[src/rtl/tt_haz_if.sv]
// Decode-slot, branch-resolution and resolver-feedback bundle for tt_haz_detect.
// The master side drives instructions and resolver feedback; the slave is the detector.
interface tt_haz_if #(
  parameter int REG_W = 3
);
  logic             in_valid;
  logic [REG_W-1:0] in_rs1;
  logic [REG_W-1:0] in_rs2;
  logic             in_uses_rs2;
  logic [REG_W-1:0] in_rd;
  logic             in_is_load;
  logic             in_is_store;
  logic             in_is_branch;
  logic             br_res_valid;
  logic             br_taken;
  logic             pc_freeze;
  logic             do_flush;
  logic [7:0]       haz_vec;
  logic [2:0]       stage_valid;
  logic [7:0]       stall_cnt;

  modport master (
    output in_valid, in_rs1, in_rs2, in_uses_rs2, in_rd, in_is_load, in_is_store,
           in_is_branch, br_res_valid, br_taken, pc_freeze, do_flush,
    input  haz_vec, stage_valid, stall_cnt
  );

  modport slave (
    input  in_valid, in_rs1, in_rs2, in_uses_rs2, in_rd, in_is_load, in_is_store,
           in_is_branch, br_res_valid, br_taken, pc_freeze, do_flush,
    output haz_vec, stage_valid, stall_cnt
  );
endinterface

[src/rtl/tt_haz_detect.sv]
// Hazard detector feeding the tt_fsm_haz resolver: tracks EX/MEM/WB destinations,
// flags data/store/control hazards one cycle later and keeps a 2-bit branch predictor.
module tt_haz_detect #(
  parameter int         REG_W     = 3,
  parameter logic [1:0] PRED_INIT = 2'b01
) (
  input  logic      clk,
  input  logic      rst_n,
  tt_haz_if.slave   bus
);
  localparam int EX  = 0;
  localparam int MEM = 1;
  localparam int WB  = 2;

  typedef struct packed {
    logic             valid;
    logic [REG_W-1:0] rd;
    logic             is_load;
    logic             we;
  } ent_t;

  ent_t [2:0] stg, stg_nxt;
  ent_t       dec;
  logic [1:0] mtch;
  logic       data, fwrd, str, ctrl;
  logic [3:0] flg_q;   // {data, str, ctrl, fwrd}
  logic       crct;
  logic [1:0] ctr;
  logic [7:0] stall_q;

  always_comb begin
    dec.valid   = bus.in_valid;
    dec.rd      = bus.in_rd;
    dec.is_load = bus.in_is_load;
    dec.we      = ~bus.in_is_store & ~bus.in_is_branch & (bus.in_rd != '0);
    mtch = '0;
    // WB is excluded: the register file writes through to decode.
    for (int s = EX; s <= MEM; s++)
      mtch[s] = stg[s].valid & stg[s].we &
                ((stg[s].rd == bus.in_rs1) | (bus.in_uses_rs2 & (stg[s].rd == bus.in_rs2)));
    data = bus.in_valid & (|mtch);
    fwrd = data & ~(mtch[EX] & stg[EX].is_load);
    str  = bus.in_valid & bus.in_is_store & (|mtch);
    ctrl = bus.in_valid & bus.in_is_branch;
  end

  always_comb begin
    stg_nxt[WB]  = stg[MEM];
    stg_nxt[MEM] = stg[EX];
    stg_nxt[EX]  = bus.in_valid ? dec : '0;
    if (bus.do_flush) begin
      stg_nxt[EX]  = '0;
      stg_nxt[MEM] = '0;
    end else if (bus.pc_freeze) begin
      stg_nxt[EX]  = '0;
    end
  end

  always_ff @(posedge clk or negedge rst_n) begin
    if (!rst_n) begin
      stg     <= '0;
      flg_q   <= '0;
      crct    <= 1'b1;
      ctr     <= PRED_INIT;
      stall_q <= '0;
    end else begin
      stg   <= stg_nxt;
      flg_q <= bus.do_flush ? 4'b0000 : {data, str, ctrl, fwrd};
      if (bus.br_res_valid) begin
        crct <= (bus.br_taken == ctr[1]);
        if (bus.br_taken && ctr != 2'b11)       ctr <= ctr + 2'b01;
        else if (!bus.br_taken && ctr != 2'b00) ctr <= ctr - 2'b01;
      end
      if (bus.pc_freeze && stall_q != 8'hFF) stall_q <= stall_q + 8'd1;
    end
  end

  assign bus.haz_vec     = {flg_q[3], flg_q[2], 1'b0, flg_q[1], flg_q[0], crct, 2'b00};
  assign bus.stage_valid = {stg[WB].valid, stg[MEM].valid, stg[EX].valid};
  assign bus.stall_cnt   = stall_q;
endmodule
[src/flat_wrapper.sv]
// flat-port wrapper written by rule: the top's interface ports become plain ports
module tt_haz_detect_flat 
#(
  parameter int         REG_W     = 3,
  parameter logic [1:0] PRED_INIT = 2'b01
)
  (clk, rst_n, bus_in_valid, bus_in_rs1, bus_in_rs2, bus_in_uses_rs2, bus_in_rd, bus_in_is_load, bus_in_is_store, bus_in_is_branch, bus_br_res_valid, bus_br_taken, bus_pc_freeze, bus_do_flush, bus_haz_vec, bus_stage_valid, bus_stall_cnt);
  tt_haz_if #(.REG_W(REG_W)) bus_i ();
  input  logic clk;
  input  logic rst_n;
  input wire logic [$bits(bus_i.in_valid)-1:0] bus_in_valid;
  input wire logic [$bits(bus_i.in_rs1)-1:0] bus_in_rs1;
  input wire logic [$bits(bus_i.in_rs2)-1:0] bus_in_rs2;
  input wire logic [$bits(bus_i.in_uses_rs2)-1:0] bus_in_uses_rs2;
  input wire logic [$bits(bus_i.in_rd)-1:0] bus_in_rd;
  input wire logic [$bits(bus_i.in_is_load)-1:0] bus_in_is_load;
  input wire logic [$bits(bus_i.in_is_store)-1:0] bus_in_is_store;
  input wire logic [$bits(bus_i.in_is_branch)-1:0] bus_in_is_branch;
  input wire logic [$bits(bus_i.br_res_valid)-1:0] bus_br_res_valid;
  input wire logic [$bits(bus_i.br_taken)-1:0] bus_br_taken;
  input wire logic [$bits(bus_i.pc_freeze)-1:0] bus_pc_freeze;
  input wire logic [$bits(bus_i.do_flush)-1:0] bus_do_flush;
  output wire logic [$bits(bus_i.haz_vec)-1:0] bus_haz_vec;
  output wire logic [$bits(bus_i.stage_valid)-1:0] bus_stage_valid;
  output wire logic [$bits(bus_i.stall_cnt)-1:0] bus_stall_cnt;
  assign bus_i.in_valid = bus_in_valid;
  assign bus_i.in_rs1 = bus_in_rs1;
  assign bus_i.in_rs2 = bus_in_rs2;
  assign bus_i.in_uses_rs2 = bus_in_uses_rs2;
  assign bus_i.in_rd = bus_in_rd;
  assign bus_i.in_is_load = bus_in_is_load;
  assign bus_i.in_is_store = bus_in_is_store;
  assign bus_i.in_is_branch = bus_in_is_branch;
  assign bus_i.br_res_valid = bus_br_res_valid;
  assign bus_i.br_taken = bus_br_taken;
  assign bus_i.pc_freeze = bus_pc_freeze;
  assign bus_i.do_flush = bus_do_flush;
  assign bus_haz_vec = bus_i.haz_vec;
  assign bus_stage_valid = bus_i.stage_valid;
  assign bus_stall_cnt = bus_i.stall_cnt;
  tt_haz_detect #(.REG_W(REG_W), .PRED_INIT(PRED_INIT)) u_core (.clk(clk), .rst_n(rst_n), .bus(bus_i));
endmodule
[config.mk]
export PLATFORM = sky130hd
export DESIGN_NAME = tt_haz_detect_flat
export DESIGN_NICKNAME = d
export VERILOG_FILES = /design/src/rtl/tt_haz_if.sv /design/src/rtl/tt_haz_detect.sv /design/src/flat_wrapper.sv
export SDC_FILE = /design/constraint.sdc
export NUM_CORES = 1
export LEC_CHECK = 0
export ABC_AREA = 0
export ABC_CLOCK_PERIOD_IN_PS = 2800
export CAP_MARGIN = 20
export CORE_UTILIZATION = 37
export DETAILED_ROUTE_END_ITERATION = 12
export PLACE_DENSITY = 0.73
export SLEW_MARGIN = 20
export SYNTH_ARGS = -nofsm -noshare
export SYNTH_HDL_FRONTEND = slang
export SYNTH_SLANG_ARGS = --single-unit
[constraint.sdc]
create_clock -name clk -period 2.8 [get_ports clk]
set_input_delay 0.56 -clock clk [delete_from_list [all_inputs] [get_ports clk]]
set_output_delay 0.56 -clock clk [all_outputs]
set_load 0.005 [all_outputs]
==> run metrics, run 1 <==
syn avg cell area 11.7 um2; Final Max Slew Viols 0; Die Y around 61 um; Die Wd approximately 61 um; Vias 850; setup TNS 0 ps; Wirelength per Cell about 12 um; sum of buffers and inverters on the critical path 1; register bit count reported by yosys 27; sequential area share after synthesis 0.536; Async SR Flop Fraction 1.00; GR Overflow Total 0; Power Dens Cells 602 mW/mm2; clock skew 1.54 ps; FILL cells 284; Synth Flop Type dfrtp_1; Initial Util 0.402; DRC 0; CTS max path bufs 2; gpl congestion 0.812; Max Cap Viol 0; Final Hold Fails 0; CTS Buf Count 3; antenna violations before repair 0; initial DRC count 17; yosys synthesis warning count 0; largest net degree at the start of global routing 28; final WL between 2000 and 2500 um; FF-to-FF setup slack 1380 ps; Post-synth EDFFs 0; Leak Pwr slightly above 0.7 nW; crit path cell chain clkdlybuf4s50_1; post-CTS setup buffers 0; global-route wire length before repair ~3800 um; layout cells sized above 1 0.0979; ant diodes 0; unrepaired setup endpoints after global routing false; worst path arrival time 1370 ps; CTS tree yes; vias in the first global route 878; crit-path max cell delay 550 ps; DP Cell Count ~180; IO Count 39; Num Clock Sinks 27; fin nets 165; antenna-violating nets left 0; area growth from synthesis to layout 31.2%; status finished clean; CORE AREA 0.00315 mm2; number of detailed-route iterations in the first pass 3; worst-path maximum fanout 6; Cell Rows 20; Yosys cell types 28; Final Cycle Share 0.689; clk_lat worst skew 310 ps; Crit path required time 2240 ps; vias per cell 4.55; CP delay by family, top buffers and inverters; PortBufs 35; fin crit period 1930 ps; Post-CTS Resized 0; Critical-path top delay cell clkdlybuf4s50_1; final core occ 0.527; VDD IR max 0.000285 V; htree depth 1; final non-filler cell total around 190; Die ar. 0.00366 mm2; GRT Total Usage 0.144; Hold Buf Count CTS 0; Crit Path Category reg -> out; root buffer cell clkbuf_4; synthesized cell area 0.00127 mm2; setup violators final 0; max frequency 0.518 GHz; crit path launch type register; dpl hpwl 1850 um; HP Class reg -> reg; Worst-path clk slew 140 ps; critical path capture point type primary output; Mapped Cells 108
==> kinds of logic (layout without fill, tap and decap cells) <==
group                    count (synthesis)  in the layout  share of synthesized area
adder cells (fa/ha/maj)                  1              1                    0.00988
other                                    1              3                    0.00296
XOR/XNOR                                20             20                      0.138
AND/OR/NAND/NOR                         36             36                      0.165
flip-flops                              27             27                      0.536
AO/OA/AOI/OAI                           13             13                     0.0830
buffers and inverters                    8             41                     0.0445
multiplexers                             2              2                     0.0207
==> final timing paths <==
check	end	cells past startpoint	startpoint
min	u_core.bus.stage_valid[2]	0	u_core.bus.stage_valid[1]
max reg2reg	u_core.bus.stall_cnt[1]	4	u_core.bus.stall_cnt[1]
min reg2reg	u_core.bus.stage_valid[2]	0	u_core.bus.stage_valid[1]
min in group asynchronous	u_core.bus.stall_cnt[5]	2	rst_n
max	bus_stall_cnt[2]	1	u_core.bus.stall_cnt[2]
max in group asynchronous	u_core.ctr[0]	2	rst_n
==> metal layers <==
metal  global-route usage  routed length (um)  vias up
met2                0.245                1180       22
met4               0.0844                  27        0
met5                    0                   0        -
met3               0.0192                  81        2
li1                     -                   -      421
met1                0.174                 990      405
==> layout by cell type (no fill, tap or decap), types with 2 or more instances in the layout <==
cell	instances
a21oi_1	4
nor2b_1	6
clkdlybuf4s50_1	35
and2_1	5
nand3_1	3
dfstp_2	2
conb_1	3
clkbuf_4	3
nor2_1	4
dfrtp_1	25
nand2b_1	2
o211ai_1	2
xnor2_1	9
o21ai_0	2
nor3_1	6
nand2_1	7
xor2_1	11
==> cell type report <==
| type | instances | area, um2 | area share |
|---|---|---|---|
| clock buffers | 3 | 22.5 | 0.0136 |
| clock inverters | 1 | 5.00 | 0.00301 |
| inverters | 1 | 3.75 | 0.00226 |
| multi-input cells | 75 | 539 | 0.325 |
| flip-flops and latches | 27 | 678 | 0.408 |
| well taps | 44 | 55.1 | 0.0331 |
| repair buffers | 36 | 358 | 0.215 |
==> report_power, final <==
group	leakage [nW]	internal, mW	switching (mW)
Sequential	0.355	0.457	0.0921
Combinational	0.352	0.190	0.0999
Clock	0.0177	0.0534	0.108
==> Yosys cell counts, types with 2 or more instances <==
| cell type | count | area [um2] |
|---|---|---|
| nand3_1 | 3 | 15.0 |
| buf_4 | 7 | 52.6 |
| nor3_1 | 6 | 30.0 |
| o211ai_1 | 2 | 15.0 |
| o21ai_0 | 2 | 10.0 |
| nor2b_1 | 6 | 37.5 |
| nor2_1 | 4 | 15.0 |
| xor2_1 | 11 | 96.3 |
| and2_1 | 5 | 31.3 |
| dfstp_2 | 2 | 52.6 |
| a21oi_1 | 4 | 20.0 |
| xnor2_1 | 9 | 78.8 |
| dfrtp_1 | 25 | 626 |
| nand2b_1 | 2 | 12.5 |
| nand2_1 | 7 | 26.3 |
==> stage by stage <==
step / hold slack [ps] / total power [mW] / area (um2) / setup slack, ps
after global placement: 392 / 0.837 / 1630 / 896
after global routing: 449 / 1.07 / 1660 / 789
final: 432 / 1.00 / 1660 / 870
after detailed placement: 404 / 0.852 / 1630 / 797
after floorplan: 264 / 0.681 / 1270 / 1440
after CTS: 435 / 1.01 / 1660 / 846
==> flip-flops by register name, summed over array words and instances (netlist names) <==
register	cells
u_core.bus.stage_valid	3
u_core.ctr	2
u_core.crct	1
u_core.bus.stall_cnt	8
u_core.flg_q	4
u_core.stg	9
Note: power is estimated with default switching activity, not from simulation.
==> inputs of run 2 (changes only) <==
--- a/config.mk
+++ b/config.mk
@@ -6,7 +6,7 @@
 export NUM_CORES = 1
 export LEC_CHECK = 0
 export ABC_AREA = 0
-export ABC_CLOCK_PERIOD_IN_PS = 2800
+export ABC_CLOCK_PERIOD_IN_PS = 1900
 export CAP_MARGIN = 20
 export CORE_UTILIZATION = 37
 export DETAILED_ROUTE_END_ITERATION = 12
==> constraint.sdc (replaced) <==
create_clock -name clk -period 1.9 [get_ports clk]
set_input_delay 0.38 -clock clk [delete_from_list [all_inputs] [get_ports clk]]
set_output_delay 0.38 -clock clk [all_outputs]
set_load 0.005 [all_outputs]
==> run 2 against run 1 <==
Sequential share of layout area down 0.15 points; first-iteration DRC count down 71%; sequential cell count unchanged; cell count is 0.53% higher; clock skew grew 6.1 ps; critical path depth unchanged; register-to-register slack got worse by 910 ps; die area unchanged; count of clock-buffer cells in the layout increased by 1; non-clock buffer count rose by 1; critical path type unchanged; critical endpoint unchanged; highest routed layer unchanged.
==> run metrics, run 2 (synthesis gave the netlist of run 1 again) <==
setup violators final 0 (unchanged); dpl ws 143 ps (-654 ps); GR Overflow Total 0 (unchanged); Psw 0.435 mW (+45%); critical path capture point type primary output; initial DRC count 5 (-12); ant diodes 0 (unchanged); final non-filler cell total 188 (+0.53%); Final Cycle Share 0.921; final core occ 0.529 (+0.00198); final WL 2210 um (-2.9%); Die Y 60.5 um (unchanged); power share of the clock group 0.160 (about the same); CTS Buf Count 3 (unchanged); clk_lat worst skew 310 ps (about the same); Crit path required time 1520 ps (-720 ps); switching share of total power 0.296 (-0.00421); Hold Buf Count CTS 0 (unchanged); Cell Rows 20 (unchanged); worst path arrival time 1370 ps (about the same); unrepaired setup endpoints after global routing false; Comb pwr share 0.292 (+0.002); crit path cell chain clkdlybuf4s50_1; antenna-violating nets left 0 (unchanged); antenna violations before repair 0 (unchanged); GRT Total Usage 0.139 (-0.00497); max frequency 0.571 GHz; CTS tree yes; hold_ws 410 ps (-21.8 ps); cell internal pwr 1.04 mW (+48%); number of detailed-route iterations in the first pass 4 (+1); Initial Util 0.402 (unchanged); final worst slack 150 ps (-720 ps); Crit Path Category reg -> out; Num Clock Sinks 27 (unchanged); CTS max path bufs 2 (unchanged); setup TNS 0 ps (unchanged); Biggest register u_core.stg; commonest cells after routing, fill and taps aside 35 x clkdlybuf4s50_1, 25 x dfrtp_1, 11 x xor2_1; vias in the first global route 845 (-3.8%); Post-CTS Resized 0 (unchanged); largest net degree at the start of global routing 28 (unchanged); root buffer cell clkbuf_4; sum of buffers and inverters on the critical path 1 (unchanged); commonest non-fill, non-tap cell in the layout clkdlybuf4s50_1; PortBufs 35 (unchanged); Wirelength per Cell 11.8 um (-3.5%); DP Cell Count 184 (+0.55%); gpl congestion 0.756 (-7.0%); area growth from synthesis to layout 31.7%; status finished clean; Die ar. 0.00366 mm2 (unchanged); VDD IR max 0.000467 V (+64%); CP delay by family, top buffers and inverters; Vias 879 (+3.4%); Worst-path clk slew 140 ps (about the same); crit path launch type register; crit path from u_core.bus.stall_cnt[2]; crit-path max cell delay 550 ps (about the same); layout cells sized above 1 0.0972 (-0.000680); vias per cell 4.68 (+2.9%); max reg flops 9 (unchanged); placed standard-cell area 0.00164 mm2 (+0.46%); fin nets 166 (+0.61%); clock skew 7.64 ps (+6.10 ps); r2r startpoint u_core.bus.stall_cnt[0]; Post-Layout Inst Area 0.00167 mm2 (+0.38%); HP Class in -> async; fin crit period around 1800 ps; Die Wd 60.5 um (unchanged); dpl hpwl 1860 um (+0.33%); worst-path maximum fanout 6 (unchanged); Power Dens Cells 883 mW/mm2 (+47%); Overall Power 1.47 mW (+47%); htree depth 1 (unchanged); post-CTS setup buffers 0 (unchanged); sequential fraction of design power 0.548 (about the same); Leak Pwr 0.726 nW (+0.29%); Max Cap Viol 0 (unchanged); Final Max Slew Viols 0 (unchanged); Critical-path top delay cell clkdlybuf4s50_1; Final Hold Fails 0 (unchanged); IO Count 39 (unchanged); DRC 0 (unchanged); global-route wire length before repair 3770 um (-1.4%); CORE AREA 0.00315 mm2 (unchanged)
run 2: cell count changes in the layout (fill, tap and decap cells not counted), sizes merged:
| cell | change |
|---|---|
| clkbuf | +1 |
| clkinv | -1 |
| buf | +1 |
run 2: cell type report:
class / instances / area, um2
Inverter: 1 / 3.75
Multi-Input combinational cell: 75 / 539
Tap cell: 44 / 55.1
Timing Repair Buffer: 37 / 365
Sequential cell: 27 / 678
Fill cell: 297 / 1490
Clock buffer: 4 / 26.3
run 2: worst paths after layout:
path                                             endpoint  slack (ps)  cells after the start
worst max-delay path                     bus_stall_cnt[2]         150                      1
worst min register to register  u_core.bus.stage_valid[2]         440                      0
worst max register to register    u_core.bus.stall_cnt[1]         470                      4
min in group clk                u_core.bus.stage_valid[2]         440                      0
worst min-delay path                      u_core.flg_q[0]         410                      2
max in group asynchronous                   u_core.ctr[0]        1190                      2
run 2: per-layer routing:
layer	GRT usage	vias to the layer above	part of all wire	wire, um
met5	0	-	0	0
met4	0.0682	0	0.021	46
met3	0.0107	5	0.037	81
met2	0.221	25	0.50	1110
met1	0.192	423	0.44	980
li1	-	426	-	-
run 2: power groups by stage:
stage / Sequential [mW] / Clock [mW] / Combinational [mW]
after floorplan: 0.806 / 0 / 0.197
after global placement: 0.813 / 0 / 0.422
after detailed placement: 0.819 / 0 / 0.438
after CTS: 0.809 / 0.242 / 0.439
after global routing: 0.826 / 0.274 / 0.476
final: 0.806 / 0.236 / 0.430
==> inputs of run 3 (changes only) <==
--- a/config.mk
+++ b/config.mk
@@ -8,9 +8,9 @@
 export ABC_AREA = 0
 export ABC_CLOCK_PERIOD_IN_PS = 1900
 export CAP_MARGIN = 20
-export CORE_UTILIZATION = 37
+export CORE_UTILIZATION = 45
 export DETAILED_ROUTE_END_ITERATION = 12
-export PLACE_DENSITY = 0.73
+export PLACE_DENSITY = 0.84
 export SLEW_MARGIN = 20
 export SYNTH_ARGS = -nofsm -noshare
 export SYNTH_HDL_FRONTEND = slang
==> run 3 against run 2 <==
Power is 0.18% higher; clock power barely moved; combinational power hardly changed; non-clock buffer count unchanged; clock skew fell by 3.5 ps; maximum frequency about the same; sequential cell count is the same; wire length increased by 1.2%; count of clock-buffer cells in the layout stayed put; critical endpoint unchanged.
==> run metrics, run 3 (synthesis gave the netlist of run 1 again) <==
status finished clean; Crit path required time 1520 ps (about the same); global-route wire length before repair 3500 um (-7.3%); layout cells sized above 1 0.0972 (unchanged); CORE AREA 0.00257 mm2 (-19%); Hold Buf Count CTS 0 (unchanged); Worst path depth 1 (unchanged); dpl hpwl 1820 um (-2.2%); number of detailed-route iterations in the first pass 4 (unchanged); DRC 0 (unchanged); worst path arrival time 1370 ps (about the same); Max Cap Viol 0 (unchanged); Vias 865 (-1.6%); area of the multi-input gates 539 um2 (unchanged); worst r2r dst u_core.bus.stall_cnt[1]; commonest non-fill, non-tap cell in the layout clkdlybuf4s50_1; unrepaired setup endpoints after global routing false; post-CTS setup buffers 0 (unchanged); crit path from u_core.bus.stall_cnt[2]; final core occ 0.643 (+0.114); Post-CTS Resized 0 (unchanged); Leak Pwr 0.726 nW (unchanged); vias in the first global route 813 (-3.8%); CTS tree yes; Final Max Slew Viols 0 (unchanged); fin nets 166 (unchanged); critical path capture point type primary output; Final Hold Fails 0 (unchanged); clk_lat worst skew 310 ps (about the same); vias per cell 4.97 (+6.3%); Crit Path Category reg -> out; Power Dens Cells 893 mW/mm2 (+1.2%); antenna-violating nets left 0 (unchanged); Die Y 55.0 um (-9.0%); Cell Rows 18 (-10%); CP delay by family, top buffers and inverters; setup TNS 0 ps (unchanged); root buffer cell clkbuf_4; area growth from synthesis to layout 30.3%; FF-to-FF path depth 4 (unchanged); FF-to-FF setup slack 470 ps (about the same); CTS max path bufs 2 (unchanged); setup violators final 0 (unchanged); Final Cycle Share 0.922 (about the same); clock skew 4.10 ps (-3.54 ps); max frequency 0.571 GHz (about the same); gpl congestion 0.754 (-0.19%); largest net degree at the start of global routing 28 (unchanged); Die Wd 55.0 um (-9.0%); PortBufs 35 (unchanged); sum of buffers and inverters on the critical path 1 (unchanged); worst-path maximum fanout 6 (unchanged); Wirelength per Cell 12.9 um (+9.4%); r2r startpoint u_core.bus.stall_cnt[0]; Critical-path top delay cell clkdlybuf4s50_1; CTS Buf Count 3 (unchanged); final WL 2240 um (+1.2%); antenna violations before repair 0 (unchanged); crit path cell chain clkdlybuf4s50_1; fin crit period 1750 ps (+1.75 ps); ant diodes 0 (unchanged); Biggest register u_core.stg; Initial Util 0.493 (+0.0916); FF+latch area 678 um2 (unchanged); VDD IR max 0.000616 V (+32%); GR Overflow Total 0 (unchanged); GRT Total Usage 0.168 (+0.0295); HP Class in -> async; htree depth 1 (unchanged); crit-path max cell delay 550 ps (about the same); Die ar. 0.00303 mm2 (-17%); commonest cells after routing, fill and taps aside 35 x clkdlybuf4s50_1, 25 x dfrtp_1, 11 x xor2_1; max reg flops 9 (unchanged); FILL cells 219 (-26%); crit path launch type register; IO Count 39 (unchanged); initial DRC count 8 (+3); Num Clock Sinks 27 (unchanged); Worst-path clk slew 130 ps (about the same)
-- run 3: worst max path at each step --
stage	endpoint	slack (ps)
floorplan	u_core.bus.stall_cnt[1]	570
detailed placement	u_core.flg_q[0]	150
global placement	u_core.flg_q[0]	190
CTS	bus_stall_cnt[2]	120
global route	bus_stall_cnt[2]	70
finish	bus_stall_cnt[2]	150
-- run 3: area by class of cell --
class | count | area share
Sequential cell | 27 | 0.411
Multi-Input combinational cell | 75 | 0.327
Timing Repair Buffer | 37 | 0.221
Tap cell | 30 | 0.0227
Clock buffer | 4 | 0.0159
Inverter | 1 | 0.00227
-- run 3: metal layers --
metal | global-route usage | vias up | share of wire | wire [um]
met2 | 0.289 | 25 | 0.49 | 1100
met5 | 0 | - | 0 | 0
met1 | 0.208 | 414 | 0.46 | 1020
met3 | 0.0164 | 2 | 0.038 | 86
li1 | - | 424 | - | -
met4 | 0.0875 | 0 | 0.012 | 27
-- run 3: power breakdown --
part | internal (mW) | switching, mW
sequential | 0.674 | 0.136
clock | 0.0819 | 0.151
combinational | 0.282 | 0.150
-- run 3: stage by stage --
stage | setup WS [ps] | instance area, um2 | power [mW] | instances | hold slack, ps
after floorplan | 571 | 1270 | 1.00 | 110 | 84.4
after global placement | 193 | 1620 | 1.23 | 170 | 393
after detailed placement | 152 | 1620 | 1.26 | 170 | 400
after CTS | 123 | 1650 | 1.49 | 174 | 426
after global routing | 67.2 | 1650 | 1.57 | 174 | 442
final | 148 | 1650 | 1.47 | 174 | 418
